[config.mk]
export PLATFORM = sky130hd
export DESIGN_NAME = boot_stream_loader
export DESIGN_NICKNAME = d
export VERILOG_FILES = /design/src/rtl/boot_stream_loader.sv
export SDC_FILE = /design/constraint.sdc
export NUM_CORES = 1
export LEC_CHECK = 0
export BUFFER_PORTS_ARGS = -buffer_cell sky130_fd_sc_hd__buf_4
export CAP_MARGIN = 15
export CELL_PAD_IN_SITES_DETAIL_PLACEMENT = 0
export CELL_PAD_IN_SITES_GLOBAL_PLACEMENT = 1
export CORE_MARGIN = 3
export CORE_UTILIZATION = 41
export CTS_BUF_LIST = sky130_fd_sc_hd__clkbuf_2 sky130_fd_sc_hd__clkbuf_4 sky130_fd_sc_hd__clkbuf_8
export DETAILED_ROUTE_END_ITERATION = 10
export PLACE_DENSITY_LB_ADDON = 0.05
export SKIP_CTS_REPAIR_TIMING = 1
export SYNTH_ARGS = -nofsm -noshare
export SYNTH_HDL_FRONTEND = slang
export SYNTH_SLANG_ARGS = --single-unit
[constraint.sdc]
create_clock -name clock -period 6.8 [get_ports clock]
set_clock_uncertainty 0.15 [all_clocks]
set_input_delay 1.36 -clock clock [delete_from_list [all_inputs] [get_ports clock]]
set_output_delay 1.36 -clock clock [all_outputs]
set_load 0.01 [all_outputs]
[src/rtl/boot_stream_loader.sv]
// Boot streamer: reads a boot image from synchronous memory, emits the boot packet
// sequence one packet per cycle, then turns the core's error outputs into a sticky verdict.
module boot_stream_loader #(
  parameter int unsigned MEM_ADDR_W  = 11,
  parameter int unsigned HEADER_ADDR = 1,
  parameter int unsigned BODY_BASE   = 2,
  parameter int unsigned MAX_PROGRAM = 512,
  parameter int unsigned PKT_ADDR_W  = 11
) (
  input  logic                  clock,
  input  logic                  reset,
  input  logic                  start,
  input  logic [15:0]           epilogue_length,
  input  logic [15:0]           sleep_length,
  input  logic [15:0]           countdown,
  output logic                  mem_rd_en,
  output logic [MEM_ADDR_W-1:0] mem_addr,
  input  logic [15:0]           mem_rdata,
  output logic [15:0]           packet_out_data,
  output logic [PKT_ADDR_W-1:0] packet_out_address,
  output logic                  packet_out_valid,
  input  logic                  periphery_gmem_access_failure_error,
  input  logic                  periphery_exception_error,
  input  logic [15:0]           periphery_exception_id,
  output logic                  busy,
  output logic                  done,
  output logic                  pass,
  output logic                  fail,
  output logic [1:0]            fail_code
);

  typedef enum logic [3:0] {
    IDLE, HDR_RD, HDR_LAT, SIZE, BODY, EPI, SLP, CNT, RUN, DONE
  } state_t;

  state_t                state;
  logic [15:0]           size_q;
  logic [17:0]           body_left;
  logic                  rd_en_q;
  logic [MEM_ADDR_W-1:0] addr_q;
  logic                  valid_q;
  logic [PKT_ADDR_W-1:0] pkt_addr_q;
  logic [15:0]           last_data_q;
  logic [15:0]           live_data;
  logic                  busy_q;
  logic                  done_q;
  logic                  pass_q;
  logic                  fail_q;
  logic [1:0]            code_q;

  always_ff @(posedge clock) begin
    if (reset) begin
      state      <= IDLE;
      size_q     <= '0;
      body_left  <= '0;
      rd_en_q    <= 1'b0;
      addr_q     <= '0;
      valid_q    <= 1'b0;
      pkt_addr_q <= '0;
      busy_q     <= 1'b0;
      done_q     <= 1'b0;
      pass_q     <= 1'b0;
      fail_q     <= 1'b0;
      code_q     <= '0;
    end else begin
      case (state)
        IDLE, DONE: begin
          if (start) begin
            state   <= HDR_RD;
            rd_en_q <= 1'b1;
            addr_q  <= MEM_ADDR_W'(HEADER_ADDR);
            busy_q  <= 1'b1;
            done_q  <= 1'b0;
            pass_q  <= 1'b0;
            fail_q  <= 1'b0;
            code_q  <= '0;
          end
        end
        HDR_RD: begin
          rd_en_q <= 1'b0;
          state   <= HDR_LAT;
        end
        HDR_LAT: begin
          size_q <= mem_rdata;
          if (32'(mem_rdata) > MAX_PROGRAM) begin
            fail_q <= 1'b1;
            code_q <= 2'd3;
            busy_q <= 1'b0;
            done_q <= 1'b1;
            state  <= DONE;
          end else begin
            // First body read overlaps the SIZE packet so body words stream gap-free
            state      <= SIZE;
            valid_q    <= 1'b1;
            pkt_addr_q <= '0;
            rd_en_q    <= (mem_rdata != 16'd0);
            addr_q     <= MEM_ADDR_W'(BODY_BASE);
          end
        end
        SIZE: begin
          if (size_q == 16'd0) begin
            state   <= EPI;
            rd_en_q <= 1'b0;
          end else begin
            state      <= BODY;
            pkt_addr_q <= PKT_ADDR_W'(1);
            body_left  <= {size_q, 2'b00};
            rd_en_q    <= 1'b1;
            addr_q     <= addr_q + 1'b1;
          end
        end
        BODY: begin
          if (body_left == 18'd1) begin
            state      <= EPI;
            pkt_addr_q <= '0;
            rd_en_q    <= 1'b0;
          end else begin
            // The word emitted in the final body cycle was already fetched, so stop reading early
            body_left <= body_left - 18'd1;
            rd_en_q   <= (body_left > 18'd2);
            if (body_left > 18'd2)
              addr_q <= addr_q + 1'b1;
          end
        end
        EPI: state <= SLP;
        SLP: state <= CNT;
        CNT: begin
          state   <= RUN;
          valid_q <= 1'b0;
        end
        RUN: begin
          if (periphery_gmem_access_failure_error) begin
            fail_q <= 1'b1;
            code_q <= 2'd2;
            busy_q <= 1'b0;
            done_q <= 1'b1;
            state  <= DONE;
          end else if (periphery_exception_error) begin
            if (periphery_exception_id >= 16'h8000) begin
              fail_q <= 1'b1;
              code_q <= 2'd1;
            end else begin
              pass_q <= 1'b1;
            end
            busy_q <= 1'b0;
            done_q <= 1'b1;
            state  <= DONE;
          end
        end
        default: state <= IDLE;
      endcase
    end
  end

  // Body words come straight from memory and EPI/SLP/CNT data is live, so data is muxed by state
  always_comb begin
    live_data = last_data_q;
    case (state)
      SIZE:    live_data = size_q;
      BODY:    live_data = mem_rdata;
      EPI:     live_data = epilogue_length;
      SLP:     live_data = sleep_length;
      CNT:     live_data = countdown;
      default: live_data = last_data_q;
    endcase
  end

  always_ff @(posedge clock) begin
    if (reset)
      last_data_q <= '0;
    else
      last_data_q <= live_data;
  end

  assign mem_rd_en          = rd_en_q;
  assign mem_addr           = addr_q;
  assign packet_out_data    = live_data;
  assign packet_out_address = pkt_addr_q;
  assign packet_out_valid   = valid_q;
  assign busy               = busy_q;
  assign done               = done_q;
  assign pass               = pass_q;
  assign fail               = fail_q;
  assign fail_code          = code_q;

endmodule

==> reports/metrics.yaml, run 1 <==
die:
  dieHeight_microns: 109
  die_w_microns: 109
  rows: 37
  pin_count: 131
  core-area_sq_um: 10300
  initial_utilization_pct: 42.3
  die-area_sq_um: 11900
yosys:
  async_flop_share_pct: 0
  synth_top_cell_area_share_pct: 33.9
  synth.distinct_cells: 53
  synth_edf_count: 0
  syn-instance-count: 595
  yosysMostFrequentCell: "nand2_1"
  ys_warn_count: 0
  synth.area.top_cells: "dfxtp_1, nand2_1, a21oi_1"
  syn_avg_cell_area_sq_um: 7.34
  ys_seq_area_share_pct: 33.9
  synth_common_cells: "nand2_1, dfxtp_1, a21oi_1, nor2_1, o21ai_0"
  yosys_register_bits: 74
  syn-cell-area_sq_um: 4370
  synth_top_area_cell: "dfxtp_1"
  ys.flop_type: "dfxtp_1"
power_and_ir_drop:
  power_density_nw_per_um2: 239
  peakVddDrop_mv: 0.127
  cellLeakagePower_nw: 2.12
sta:
  rsz0062_at_grt: "false"
  fmax_mhz: 233
  holdWs_ns: 0.316
  tightest_slew_ns: 1.02
  period_needed_ns: 4.29
  slew_headroom_pct: 32.2
  slew_viol_final: 0
  hold_viol: 0
  period_share_pct: 63.1
  setup_viol: 0
  fin_tns_setup_ns: 0
routing:
  drcViolationCount: 0
  viasPerCell: 5.54
  vias: 4530
  avgRoutedWirePerCell_microns: 16.5
  ant_nets: 0
  first_iter_violations: 330
  drt-total-wl_microns: 13500
  drtPass1Iterations: 5
critical_path:
  setup.worst_path.start_class: "flop"
  r2r_cells: 7
  worstPathRequired_ns: 5.29
  crit_arrival_ns: 2.78
  crit_fanout: 28
  worstSetupEndpointType: "primary output"
  r2r_start: "state[0]"
  r2r_slack_ns: 2.81
  crit_type: "flop to primary output"
  reg2reg_to: "body_left[7]"
min_path:
  hold_path.class: "flop to flop"
  min-delay-start: "last_data_q[15]"
  min_to: "last_data_q[15]"
  whs_path_depth: 2
finish:
  drive_gt1_share_pct: 20.8
  nets: 766
  synthToLayoutAreaGrowth_pct: 23.0
  antenna_cells: 0
  fill_cells: 1066
placement:
  gp_congestion: 0.875
  dp_hpwl_microns: 9770
  port_buffers: 105
global_routing:
  use_met1_pct: 32.1
  grt_pass1_vias: 4161
  grt_util_met3_pct: 3.85
  grt_max_degree: 78
  grt_overflow: 0
  met2_usage_pct: 36.5
  grt_use_total_pct: 22.9
  gr-max-usage-layer: "met2"
  antenna_found_initial: 0
  grt_pass1_wl_microns: 21400
job:
  maxCapViolCount: 0
cts:
  clock_sinks: 74
  clock_path_buffers: 2
  clk_pin_slew_ns: 0.07
  numCtsBuffers: 9
  clockRootBuffer: "clkbuf_8"
  clock_latency_ns: 0.35
  htreeDepth: 3
  cts_tree: "built"
run_status:
  status: "completed"
[layout by cell type, fill, tap and decap left out, types with 4 or more instances in the layout]
| master | instances |
|---|---|
| a31oi_1 | 5 |
| nor2_1 | 53 |
| mux2i_1 | 17 |
| nor2b_1 | 22 |
| o32ai_1 | 5 |
| a211oi_1 | 6 |
| conb_1 | 10 |
| or3_1 | 10 |
| nor4_1 | 8 |
| nand3_1 | 13 |
| nand2b_1 | 4 |
| a221o_1 | 5 |
| o21a_1 | 5 |
| nand2_1 | 103 |
| o22ai_1 | 4 |
| clkbuf_8 | 12 |
| a21oi_1 | 71 |
| mux2_2 | 5 |
| nor3_1 | 17 |
| buf_4 | 110 |
| inv_1 | 12 |
| a222oi_1 | 5 |
| a22o_1 | 7 |
| o21ai_0 | 47 |
| dfxtp_1 | 74 |
| ha_1 | 4 |
[per-layer routing]
metal | up-vias | routed length [microns] | share of wire, %
met5 | - | 0 | 0
li1 | 2291 | - | -
met4 | 0 | 136 | 1.0
met3 | 12 | 526 | 3.9
met2 | 116 | 6510 | 48
met1 | 2111 | 6350 | 47
[final cells by class]
type / count / area, sq um / area share, %
Clock buffer: 14 / 180 / 3.35
Clock inverter: 2 / 10.0 / 0.186
Inverter: 12 / 45.0 / 0.838
Multi-Input combinational cell: 470 / 2660 / 49.5
Sequential cell: 74 / 1480 / 27.6
Tap cell: 136 / 170 / 3.17
Timing Repair Buffer: 110 / 826 / 15.4
[power breakdown]
group | internal (mW) | switching, mW | leakage, nW
Clock | 0.170 | 0.163 | 0.103
Combinational | 0.188 | 0.250 | 1.42
Sequential | 0.470 | 0.0440 | 0.600
[worst max-delay path, cell delays in order, from the launching register on]
cell and delay [ns]:
dfxtp_1 0.60, buf_4 0.37, and2_1 0.25, nand3_1 0.53
o21ai_0 0.38, a21oi_1 0.13, buf_4 0.16
[cell families (layout without fill, tap and decap cells)]
family	Yosys count	after routing	synth area share, %
mux	23	23	5.70
compound gates	182	182	25.9
buf+inv	60	138	6.33
other cells	1	10	0.0858
flops	74	74	33.9
simple gates	251	251	26.9
fa+ha+maj	4	4	1.15
[flip-flops by register name (all words and copies together), names as in the netlist, 2 cells and up]
| register | flops |
|---|---|
| last_data_q | 16 |
| state | 4 |
| size_q | 16 |
| mem_addr | 11 |
| body_left | 18 |
| fail_code | 2 |
[through the flow]
| stage | cell area [sq um] | total power [mW] | cells | worst slack (ns) | utilization, % |
|---|---|---|---|---|---|
| 2_1_floorplan | 4400 | 0.808 | 604 | 3.04 | - |
| 3_3_place_gp | 5180 | 0.957 | 802 | 2.62 | 50.2 |
| 3_5_place_dp | 5180 | 0.960 | 802 | 2.63 | 50.2 |
| 4_1_cts | 5380 | 1.30 | 818 | 2.46 | 52.1 |
| 5_1_grt | 5380 | 1.36 | 818 | 2.24 | 52.1 |
| 6_report | 5380 | 1.28 | 818 | 2.51 | 52.1 |
[worst max-delay path by stage]
stage                     slack (ns)  cells past startpoint                   to          start
final                           2.51                      6  packet_out_data[10]       state[0]
after global routing            2.24                      6   packet_out_data[5]       state[0]
after CTS                       2.46                      6   packet_out_data[5]       state[0]
after detailed placement        2.63                      6  packet_out_data[13]  countdown[13]
after global placement          2.62                      6  packet_out_data[13]  countdown[13]
after floorplan                 3.04                      4  packet_out_data[13]  countdown[13]
(Power assumes the default switching activity.)
==> inputs of run 2 (changes only) <==
Settings changed: CORE_UTILIZATION 41 to 34.
Clock period 6.8 ns to 3.9 ns, I/O delays scaled along.
==> reports/metrics.yaml, run 2 (same netlist as run 1, synthesis figures left out) <==
routing:
  drt-total-wl_microns: 14500  # +7.5%
  vias: 4593  # +1.4%
  viasPerCell: 5.35  # -3.4%
  avgRoutedWirePerCell_microns: 16.9  # +2.4%
  first_iter_violations: 333  # +0.91%
  drtPass1Iterations: 6  # +1
  drcViolationCount: 0  # unchanged
  ant_nets: 0  # unchanged
cts:
  clock_path_buffers: 2  # unchanged
  clockRootBuffer: "clkbuf_8"
  numCtsBuffers: 9  # unchanged
  clock_latency_ns: 0.36  # about the same
  htreeDepth: 3  # unchanged
  cts_tree: "built"
  clk_pin_slew_ns: 0.08  # about the same
  clock_sinks: 74  # unchanged
critical_path:
  r2r_slack_ns: 0.82  # -1.99 ns
  cpMostUsedCell: "buf_4"
  max_stage_delay_ns: 0.50  # -0.10 ns
  worstPathRequired_ns: 2.97  # -2.32 ns
  critical-path-top-delay-family: "compound AO/OA/AOI/OAI gates"
  crit_arrival_ns: 2.52  # -0.26 ns
  worstPathCellList: "buf_4 -> mux2_2 -> a22o_1 -> a222oi_1 -> nand2_1 -> buf_4"
  cp_slowest_cell: "dfxtp_1"
  crit_buf_inv: 2  # unchanged
  worstSetupEndpointType: "primary output"
  setup.worst_path.start_class: "flop"
  crit_type: "flop to primary output"
  crit_fanout: 14  # -50%
sta:
  period_share_pct: 88.4
  fmax_mhz: 290
  tightest_slew_ns: 1.08  # +0.0640 ns
  slew_headroom_pct: 28.0  # -4.3 points
  slew_viol_final: 0  # unchanged
  rsz0062_at_grt: "false"
  hold_viol: 0  # unchanged
  fin_tns_setup_ns: 0  # unchanged
  period_needed_ns: 3.45
  setup_viol: 0  # unchanged
  timing.final.ws_setup_ns: 0.451  # -2.06 ns
placement:
  placed_area_sq_um: 5290  # +2.1%
  dp_hpwl_microns: 10500  # +7.8%
  gp_congestion: 0.807  # -7.8%
  dpl_worst_slack_ns: 0.828  # -1.80 ns
  place_inst: 843  # +5.1%
  port_buffers: 105  # unchanged
die:
  core-area_sq_um: 12300  # +19%
  rows: 40  # +8.1%
  initial_utilization_pct: 35.6  # -6.7 points
  die_w_microns: 119  # +9.3%
  pin_count: 131  # unchanged
  dieHeight_microns: 119  # +9.3%
  die-area_sq_um: 14200  # +19%
min_path:
  hold_path.class: "flop to flop"
run_status:
  status: "completed"
global_routing:
  grt_max_degree: 78  # unchanged
  antenna_found_initial: 0  # unchanged
  grt_pass1_wl_microns: 23100  # +7.8%
  grt_pass1_vias: 4362  # +4.8%
  grt_overflow: 0  # unchanged
  grt_use_total_pct: 20.1  # -2.7 points
finish:
  antenna_cells: 0  # unchanged
  final_common_cell: "buf_4"
  synthToLayoutAreaGrowth_pct: 25.5
  largest_register_ffs: 18  # unchanged
  nets: 775  # +1.2%
  fin_area_sq_um: 5480  # +2.0%
  largest_registers: "body_left: 18 flops, last_data_q: 16 flops, size_q: 16 flops"
  mostFrequentLayoutCells: "buf_4, nand2_1, dfxtp_1"
  drive_gt1_share_pct: 21.9  # +1.0 points
  finalNonFillerCells: 859  # +5.0%
  largest-register: "body_left"
power_and_ir_drop:
  peakVddDrop_mv: 0.196  # +55%
  power_density_nw_per_um2: 416  # +74%
  cellLeakagePower_nw: 2.17  # +2.2%
  power_mw: 2.28  # +77%
job:
  maxCapViolCount: 0  # unchanged
## run 2: cell count changes in the layout (fill, tap and decap cells not counted), sizes merged
cell and change:
buf +9
## run 2: through the flow
step                hold WS (ns)  util, %
floorplan                  0.294        -
global placement           0.301     43.2
detailed placement         0.310     43.2
CTS                        0.321     44.7
global route               0.332     44.7
finish                     0.318     44.7
## run 2: worst register-to-register path, stage by stage (launching register included)
cell,delay (ns)
dfxtp_1,0.50
and2_1,0.28
nand3_1,0.33
nor4_1,0.46
buf_4,0.20
a311o_1,0.67
o21ai_0,0.20
a31oi_1,0.20
## run 2: worst paths after layout
check / depth (start not counted) / startpoint / endpoint
setup reg to reg: 7 / state[1] / body_left[17]
hold reg to reg: 2 / last_data_q[9] / last_data_q[9]
setup / recovery: 6 / state[1] / packet_out_data[13]
hold / removal: 2 / last_data_q[9] / last_data_q[9]
## run 2: final cells by class
type,count,area (sq um)
inverters,12,45.0
multi-input cells,470,2660
flip-flops and latches,74,1480
repair buffers,119,893
clock inverters,2,10.0
clock buffers,14,180
fillers,1277,6780
well taps,168,210
## run 2: power breakdown
| group | internal [mW] | switching, mW |
|---|---|---|
| logic | 0.341 | 0.464 |
| clock network | 0.296 | 0.300 |
| registers | 0.819 | 0.0591 |
## run 2: per-layer routing
layer,GRT usage (%),vias to the layer above,part of all wire (%)
met5,0,-,0
met2,32.4,140,48
met4,4.01,0,0.66
met1,27.4,2133,46
met3,5.08,7,5.4
li1,-,2313,-
